===== config.mk =====
export PLATFORM = sky130hd
export DESIGN_NAME = seq_frame_tx_flat
export DESIGN_NICKNAME = d
export VERILOG_FILES = /design/src/rtl/seq_frame_tx_if.sv /design/src/rtl/seq_frame_tx.sv /design/src/flat_wrapper.sv
export SDC_FILE = /design/constraint.sdc
export NUM_CORES = 1
export LEC_CHECK = 0
export ABC_AREA = 1
export BUFFER_PORTS_ARGS = -buffer_cell sky130_fd_sc_hd__buf_4
export CAP_MARGIN = 15
export CORE_MARGIN = 1.5
export CORE_UTILIZATION = 47
export CTS_CLUSTER_SIZE = 14
export DETAILED_ROUTE_END_ITERATION = 16
export PLACE_DENSITY = 0.76
export SYNTH_ARGS = -nofsm -noshare
export SYNTH_HDL_FRONTEND = slang
export SYNTH_SLANG_ARGS = --single-unit

===== constraint.sdc =====
create_clock -name clk -period 3.83 [get_ports clk]
set_input_delay 0.383 -clock clk [delete_from_list [all_inputs] [get_ports clk]]
set_output_delay 0.383 -clock clk [all_outputs]
set_load 0.05 [all_outputs]

===== src/rtl/seq_frame_tx_if.sv =====
// Handshake and serial-output bundle for seq_frame_tx.
// The master drives payload words in; the slave returns ready and the serial frame stream.
interface seq_frame_tx_if #(
    parameter int unsigned DATA_W = 8
);
    logic              din_valid;
    logic [DATA_W-1:0] din;
    logic              din_ready;
    logic              dout;
    logic              dout_en;
    logic              sof;
    logic              busy;

    modport master (
        output din_valid, din,
        input  din_ready, dout, dout_en, sof, busy
    );

    modport slave (
        input  din_valid, din,
        output din_ready, dout, dout_en, sof, busy
    );
endinterface


===== src/rtl/seq_frame_tx.sv =====
// Serial frame transmitter: sync pattern, MSB-first payload and optional even parity,
// with back-to-back frames when a new word is offered on the last bit of the current one.
module seq_frame_tx #(
    parameter int unsigned        DATA_W    = 8,
    parameter int unsigned        SYNC_W    = 4,
    parameter logic [SYNC_W-1:0]  SYNC_PAT  = SYNC_W'(4'b1011),
    parameter int unsigned        PARITY_EN = 1,
    parameter logic               IDLE_BIT  = 1'b0
) (
    input  logic          clk,
    input  logic          rst,
    seq_frame_tx_if.slave bus
);
    localparam int unsigned FRAME_W = SYNC_W + DATA_W + PARITY_EN;
    localparam int unsigned MAX_W   = (SYNC_W > DATA_W) ? SYNC_W : DATA_W;
    localparam int unsigned CNT_W   = (MAX_W > 1) ? $clog2(MAX_W) : 1;

    typedef enum logic [1:0] {IDLE, SYNC, DATA, PARITY} state_t;

    state_t             state;
    logic [CNT_W-1:0]   cnt;
    logic [FRAME_W-1:0] shreg;
    logic [FRAME_W-1:0] frame_c;
    logic               dout;
    logic               dout_en;
    logic               sof;
    logic               last_bit;
    logic               accept;

    // Final bit of a frame: the parity cycle, or the last payload bit when parity is off.
    assign last_bit = (state == PARITY) ||
                      ((state == DATA) && (cnt == CNT_W'(DATA_W - 1)) && (PARITY_EN == 0));

    assign bus.din_ready = rst & ((state == IDLE) | last_bit);
    assign accept        = bus.din_valid & bus.din_ready;

    assign bus.dout    = dout;
    assign bus.dout_en = dout_en;
    assign bus.sof     = sof;
    assign bus.busy    = dout_en;

    // Whole frame image for the word being accepted, MSB transmitted first.
    always_comb begin
        frame_c                          = '0;
        frame_c[FRAME_W-1 -: SYNC_W]     = SYNC_PAT;
        frame_c[FRAME_W-1-SYNC_W -: DATA_W] = bus.din;
        if (PARITY_EN != 0) begin
            frame_c[0] = ^bus.din;
        end
    end

    always_ff @(posedge clk or negedge rst) begin
        if (!rst) begin
            state   <= IDLE;
            cnt     <= '0;
            shreg   <= '0;
            dout    <= IDLE_BIT;
            dout_en <= 1'b0;
            sof     <= 1'b0;
        end else begin
            sof <= 1'b0;
            if (accept) begin
                state   <= SYNC;
                cnt     <= '0;
                shreg   <= frame_c << 1;
                dout    <= frame_c[FRAME_W-1];
                dout_en <= 1'b1;
                sof     <= 1'b1;
            end else if (last_bit) begin
                state   <= IDLE;
                cnt     <= '0;
                shreg   <= '0;
                dout    <= IDLE_BIT;
                dout_en <= 1'b0;
            end else if (state != IDLE) begin
                dout  <= shreg[FRAME_W-1];
                shreg <= shreg << 1;
                cnt   <= cnt + CNT_W'(1);
                case (state)
                    SYNC: begin
                        if (cnt == CNT_W'(SYNC_W - 1)) begin
                            state <= DATA;
                            cnt   <= '0;
                        end
                    end
                    DATA: begin
                        // Only reached with parity enabled; otherwise last_bit ends the frame.
                        if (cnt == CNT_W'(DATA_W - 1)) begin
                            state <= PARITY;
                            cnt   <= '0;
                        end
                    end
                    default: ;
                endcase
            end
        end
    end
endmodule


===== src/flat_wrapper.sv =====
// flat-port wrapper written by rule: the top's interface ports become plain ports
module seq_frame_tx_flat 
#(
    parameter int unsigned        DATA_W    = 8,
    parameter int unsigned        SYNC_W    = 4,
    parameter logic [SYNC_W-1:0]  SYNC_PAT  = SYNC_W'(4'b1011),
    parameter int unsigned        PARITY_EN = 1,
    parameter logic               IDLE_BIT  = 1'b0
)
  (clk, rst, bus_din_valid, bus_din, bus_din_ready, bus_dout, bus_dout_en, bus_sof, bus_busy);
  seq_frame_tx_if #(.DATA_W(DATA_W)) bus_i ();
  input  logic clk;
  input  logic rst;
  input wire logic [$bits(bus_i.din_valid)-1:0] bus_din_valid;
  input wire logic [$bits(bus_i.din)-1:0] bus_din;
  output wire logic [$bits(bus_i.din_ready)-1:0] bus_din_ready;
  output wire logic [$bits(bus_i.dout)-1:0] bus_dout;
  output wire logic [$bits(bus_i.dout_en)-1:0] bus_dout_en;
  output wire logic [$bits(bus_i.sof)-1:0] bus_sof;
  output wire logic [$bits(bus_i.busy)-1:0] bus_busy;
  assign bus_i.din_valid = bus_din_valid;
  assign bus_i.din = bus_din;
  assign bus_din_ready = bus_i.din_ready;
  assign bus_dout = bus_i.dout;
  assign bus_dout_en = bus_i.dout_en;
  assign bus_sof = bus_i.sof;
  assign bus_busy = bus_i.busy;
  seq_frame_tx #(.DATA_W(DATA_W), .SYNC_W(SYNC_W), .SYNC_PAT(SYNC_PAT), .PARITY_EN(PARITY_EN), .IDLE_BIT(IDLE_BIT)) u_core (.clk(clk), .rst(rst), .bus(bus_i));
endmodule

==> results of run 1 <==
[cell usage after synthesis]
cell and n:
buf_2 1, nand3_4 1, ha_1 8, o22ai_1 5
buf_4 1, a21oi_1 2, o21ai_2 6, inv_2 1
inv_4 1, buf_6 1, o211ai_1 2, nor2_8 1
nor2_1 7, nand3_1 7, dfrtp_1 20, nand2_4 1
inv_1 24, o21ai_0 4, nand2_1 62, nor2_2 1
nand2_2 3, a22o_1 1
[layer usage]
metal / global-route usage / part of all wire
met3: 0.0333 / 0.037
met4: 0.100 / 0.021
met1: 0.237 / 0.44
met2: 0.321 / 0.51
met5: 0 / 0
[cells by family after synthesis]
logic type / Yosys count / synth area share
simple gates: 83 / 0.299
flops: 20 / 0.407
buf+inv: 29 / 0.101
fa+ha+maj: 8 / 0.0814
compound gates: 20 / 0.112
[through the flow]
stage	power (W)	setup slack [ps]	util
finish	0.00114	1890	0.573
global route	0.00122	1780	0.573
CTS	0.00114	1870	0.573
detailed placement	0.000966	1980	0.547
global placement	0.000948	2040	0.547
floorplan	0.000843	2000	-
[state kept, by name, indices dropped and copies added, names as in the netlist]
register,count
u_core.state,2
u_core.bus.dout,1
u_core.cnt,3
u_core.bus.sof,1
u_core.bus.busy,1
u_core.shreg,12
[area by class of cell]
class | count | area (um2) | area share
clock buffer | 3 | 22.5 | 0.0159
inverter | 26 | 100 | 0.0705
sequential | 20 | 500 | 0.353
clock inverter | 1 | 30.0 | 0.0212
tap | 30 | 37.5 | 0.0265
multi-input combinational | 111 | 606 | 0.427
timing repair buffer | 16 | 123 | 0.0864
[power by group]
part | internal, W | leakage (nW) | total (W) | switching, W
clock network | 0.000106 | 0.0279 | 0.000174 | 0.0000679
logic | 0.000201 | 0.503 | 0.000615 | 0.000414
registers | 0.000295 | 0.259 | 0.000348 | 0.0000526
[how the worst max path moves through the flow]
stage                           end  slack [ps]  depth (start not counted)
floorplan             bus_din_ready        2000                          3
CTS                   bus_din_ready        1870                          5
global placement    u_core.state[1]        2040                         10
detailed placement  u_core.state[1]        1980                         10
global route          bus_din_ready        1780                          5
finish                bus_din_ready        1890                          5
[what timing repair did]
action	CTS	global route
endpoints found under the hold margin	20	0
hold buffers	1	0
resized for setup	0	0
setup endpoints to repair	0	0
[worst max-delay path, stage by stage]
cell and delay [ps]:
dlygate4sd3_1 520, buf_4 290, inv_1 70, nor2_1 90, buf_4 200
==> results by group, run 1 <==
Outcome
  – Status: finished clean

Setup path
  – Critical path required time: approximately 3500 ps
  – Crit path kind: in2out
  – R2r worst-path depth: 10
  – RR Endpoint: u_core.state[1]
  – Critical Path Fanout Max: 22
  – Setup crit end kind: output port
  – Crit path launch type: primary input
  – CP Launch Point: rst
  – Reg2reg setup slack: a little under 2000 ps
  – Arrival time at the worst endpoint: around 1600 ps
  – RR Startpoint: u_core.state[1]

Min path
  – Hold_sp: bus_din[7]
  – Hold/Removal Path Class: in2reg
  – Worst Hold End: u_core.shreg[9]
  – WHS Path Cells: 3

Layout
  – Fillers: between 200 and 300
  – Final instance area: approximately 1400 um2
  – # diodes: 0
  – Fin nets: 197
  – Commonest cells after routing, fill and taps aside: nand2_1 (62), inv_1 (24), dfrtp_1 (20)
  – Area grow syn2layout: 15.4%
  – Final Non-Filler Cells: approximately 210
  – Share of cells above drive strength 1: 0.192
  – Most common cell after layout, fill and taps aside: nand2_1

STA
  – Crit path time final: between 1500 and 2000 ps
  – Final setup vio count: 0
  – Tightest Pin Transition: between 200 and 300 ps
  – Max-slew headroom: 0.808
  – Peak Freq: 515 MHz
  – RSZ-0062 raised after global routing: false
  – Fin. max-slew vios: 0
  – Setup TNS: 0 ps
  – Worst Hold Slack: ~360 ps
  – Crit share post-route: 0.507
  – Clock Skews: between 2 and 2.5 ps
  – Hold Fails Final Rpt: 0

Place
  – HPWL Detailed: around 1.9 mm
  – Port bufs: 15
  – Cell count after placement: 202
  – GP Congestion: around 0.77
  – Placed inst area: 1360 um2

Global route
  – Vias in the first global route: between 900 and 1000
  – GR Util All Layers: 0.193
  – First-pass GRT wire length: a little under 4 mm
  – Largest net degree at the start of global routing: 23
  – Antenna violations before repair: 0
  – GR Overflow Total: 0

Floorplanning
  – Initial Util: 0.496
  – Die area: between 2000 and 3000 um2
  – Cell row count: 18
  – Core area: between 2000 and 2500 um2
  – Die H: ~54 um
  – I/O Pins: 16
  – Die X: ~54 um

Clock network
  – CTS buffer count: 3
  – CTS Root Cell: clkbuf_4
  – CTS Sinks: 20
  – Clk_lat worst skew: roughly 310 ps
  – Htree depth: 1
  – Reg clk slew, reported paths: approximately 110 ps
  – CTS tree: yes
  – Buffers inserted by post-CTS timing repair: 0
  – Clock buffer depth: 2

Flow run
  – Max Cap Violations: 0

Routing
  – Initial DRC count: 26
  – Total Wirelength: around 2.4 mm
  – DRT antenna net count: 0
  – DR WL/cell: ~12 um
  – Drt first pass iters: 6
  – Residual DRC: 0
  – Drt via density: around 5.0
  – DR vias: 1045

Yosys
  – Mapped Area: roughly 1200 um2
  – Area contributors post-synth: dfrtp_1 (41%), nand2_1 (19%), ha_1 (8.1%)
  – Cells after synthesis: 160
  – Post-synthesis sequential area ratio: 0.407
  – Syn Area/Cell: 7.69 um2
  – Post-Syn Nets: 179
  – Synth top area share: 0.407
  – Yosys cell types: 22
  – Yosys Warn Count: 0
  – Synth Register Bits: 20
  – Post-synth top area cell: dfrtp_1

Pwr
  – Pwr per Cell Area: 801 nW/um2
  – Maximum vdd drop: between 0.4 and 0.5 mV
  – P_leak: just under 0.8 nW
No activity file was read; power rests on OpenSTA's default activity.
==> run 2, diff against run 1 <==
- ABC_AREA: 1 -> 0
- clock period: 3.83 -> 1.8 ns (I/O delays scaled with it)
==> results by group, run 2 <==
Outcome
  – Status: finished clean

Setup path
  – Critical path required time: between 1500 and 2000 ps
  – Critical path depth: 4
  – Crit path kind: reg2out
  – Reg2reg setup slack: roughly 160 ps
  – Crit path largest cell delay: 440 ps
  – Arrival time at the worst endpoint: ~1500 ps
  – Critical path's top delay family: flip-flops
  – R2r worst-path depth: 7
  – Crit path launch type: flip-flop
  – Cell Chain, Critical Path: inv_1 -> ha_2 -> nor2b_4 -> buf_6
  – Critical Path Fanout Max: 7
  – WP buf/inv: 2
  – Setup crit end kind: output port
  – Worst path slowest cell: dfrtp_1

Layout
  – Commonest cells after routing, fill and taps aside: dfrtp_1 (20), buf_4 (18), mux2i_1 (13)
  – Share of cells above drive strength 1: 0.234
  – Biggest registers after layout: u_core.shreg (12), u_core.cnt (3), u_core.state (2)
  – Final instance area: approximately 1400 um2
  – Fin nets: 144
  – Most common cell after layout, fill and taps aside: dfrtp_1
  – # diodes: 0
  – Max reg flops: 12
  – Largest Register: u_core.shreg
  – Area grow syn2layout: 20.3%

Routing
  – DR vias: 822
  – Residual DRC: 0
  – Drt via density: ~5.4
  – Initial DRC count: 6
  – Drt first pass iters: 4
  – DRT antenna net count: 0
  – Total Wirelength: 2.13 mm
  – DR WL/cell: roughly 14 um

STA
  – Setup TNS: 0 ps
  – Hold Fails Final Rpt: 0
  – RSZ-0062 raised after global routing: false
  – Max-slew headroom: 0.620
  – Peak Freq: 580 MHz
  – Tightest Pin Transition: between 500 and 600 ps
  – Crit share post-route: 0.958
  – Fin. max-slew vios: 0
  – Crit path time final: about 1700 ps
  – Final setup vio count: 0
  – Clock Skews: 2.09 ps

Place
  – Placed inst area: 1280 um2
  – GP Congestion: between 0.7 and 0.8
  – HPWL Detailed: around 1.5 mm
  – Port bufs: 15

Floorplanning
  – I/O Pins: 16
  – Cell row count: 17
  – Core area: about 2200 um2
  – Die H: between 50 and 60 um
  – Die area: roughly 2700 um2
  – Initial Util: 0.506
  – Die X: about 52 um

Global route
  – GR Util All Layers: 0.190
  – Antenna violations before repair: 0
  – Largest net degree at the start of global routing: 21
  – Vias in the first global route: between 800 and 900
  – First-pass GRT wire length: roughly 3.7 mm
  – GR Overflow Total: 0

Clock network
  – Clock buffer depth: 2
  – Reg clk slew, reported paths: 120 ps
  – Htree depth: 1
  – CTS Sinks: 20
  – CTS buffer count: 3
  – CTS Root Cell: clkbuf_4
  – Clk_lat worst skew: between 300 and 400 ps
  – CTS tree: yes

Yosys
  – Post-synth top area cell: dfrtp_1
  – Synth async-reset ratio: 1.00
  – Post-Syn Nets: about 120
  – Count leader, synth: dfrtp_1
  – Yosys cell types: 31
  – Commonest cells post-synth: dfrtp_1 (20), mux2i_1 (13), nand2_1 (10)
  – Post-synth EDFFs: 0
  – Post-synthesis sequential area ratio: 0.443
  – Mapped Area: ~1100 um2
  – Syn Area/Cell: between 10 and 15 um2
  – Cells after synthesis: between 100 and 150
  – Synth Register Bits: 20
  – Ys flop type: dfrtp_1
  – Area contributors post-synth: dfrtp_1 (44%), mux2i_1 (12%), ha_1 (8.9%)
  – Synth top area share: 0.443
  – Yosys Warn Count: 0

Flow run
  – Max Cap Violations: 0

Pwr
  – Design Power: ~0.0025 W
  – P_leak: 0.652 nW
  – Pwr per Cell Area: 1820 nW/um2
  – Maximum vdd drop: about 1.3 mV

Min path
  – Hold/Removal Path Class: in2reg
  – WHS Path Cells: 3
==> run 2: per-stage QoR <==
| stage | std cells | setup slack [ps] | hold slack, ps | util |
|---|---|---|---|---|
| floorplan | 105 | 62.8 | -116 | - |
| global placement | 146 | 235 | 175 | 0.574 |
| detailed placement | 146 | 152 | 179 | 0.574 |
| CTS | 151 | 23.3 | 76.1 | 0.603 |
| global route | 152 | 10.1 | 81.8 | 0.608 |
| finish | 152 | 75.9 | 79.4 | 0.608 |
==> run 2: layout make-up <==
| type | count | area, um2 |
|---|---|---|
| clock buffer | 3 | 22.5 |
| clock inverter | 1 | 30.0 |
| fill | 196 | 875 |
| inverter | 6 | 22.5 |
| multi-input combinational | 73 | 572 |
| sequential | 20 | 500 |
| tap | 28 | 35.0 |
| timing repair buffer | 21 | 176 |
==> run 2: worst paths after layout <==
check | to | startpoint
setup / recovery | bus_din_ready | u_core.state[1]
hold / removal | u_core.shreg[4] | bus_din[2]
setup reg to reg | u_core.shreg[6] | u_core.state[1]
hold reg to reg | u_core.bus.busy | u_core.bus.busy
max in group asynchronous | u_core.state[0] | rst
min in group asynchronous | u_core.bus.dout | rst
==> run 2: logic make-up (layout without fill, tap and decap cells) <==
group / count (synthesis) / in the layout / share of synthesized area
simple gates: 21 / 21 / 0.0941
mux: 13 / 13 / 0.115
compound gates: 24 / 24 / 0.147
fa+ha+maj: 8 / 8 / 0.0886
buf+inv: 12 / 31 / 0.0576
flops: 20 / 20 / 0.443
xor+xnor: 7 / 7 / 0.0543
==> run 2: what timing repair did <==
item / in CTS / in global routing
resized for setup: 1 / 1
endpoints found under the hold margin: 20 / 0
hold buffers: 1 / 0
buffers inserted: 0 / 1
endpoints found under the setup margin: 1 / 1
==> run 2: worst min-delay path: cells and delay by family <==
| family | cells | cell delay (ps) |
|---|---|---|
| simple gates | 1 | 40 |
| buf+inv | 1 | 90 |
| compound gates | 1 | 50 |
==> run 2: layer usage <==
layer / wire, um / track usage / vias to the layer above / share of wire
met2: 996 / 0.321 / 16 / 0.47
met3: 67 / 0.0259 / 5 / 0.031
met1: 1020 / 0.228 / 403 / 0.48
met5: 0 / 0 / - / 0
li1: - / - / 398 / -
met4: 50 / 0.114 / 0 / 0.023
==> run 2: where the power goes <==
part           internal (W)  switching, W  leakage (nW)  total [W]
Combinational      0.000585      0.000774         0.366    0.00136
Sequential         0.000629      0.000115         0.258   0.000744
Clock              0.000225      0.000148        0.0279   0.000373
Total               0.00144       0.00104         0.652    0.00248
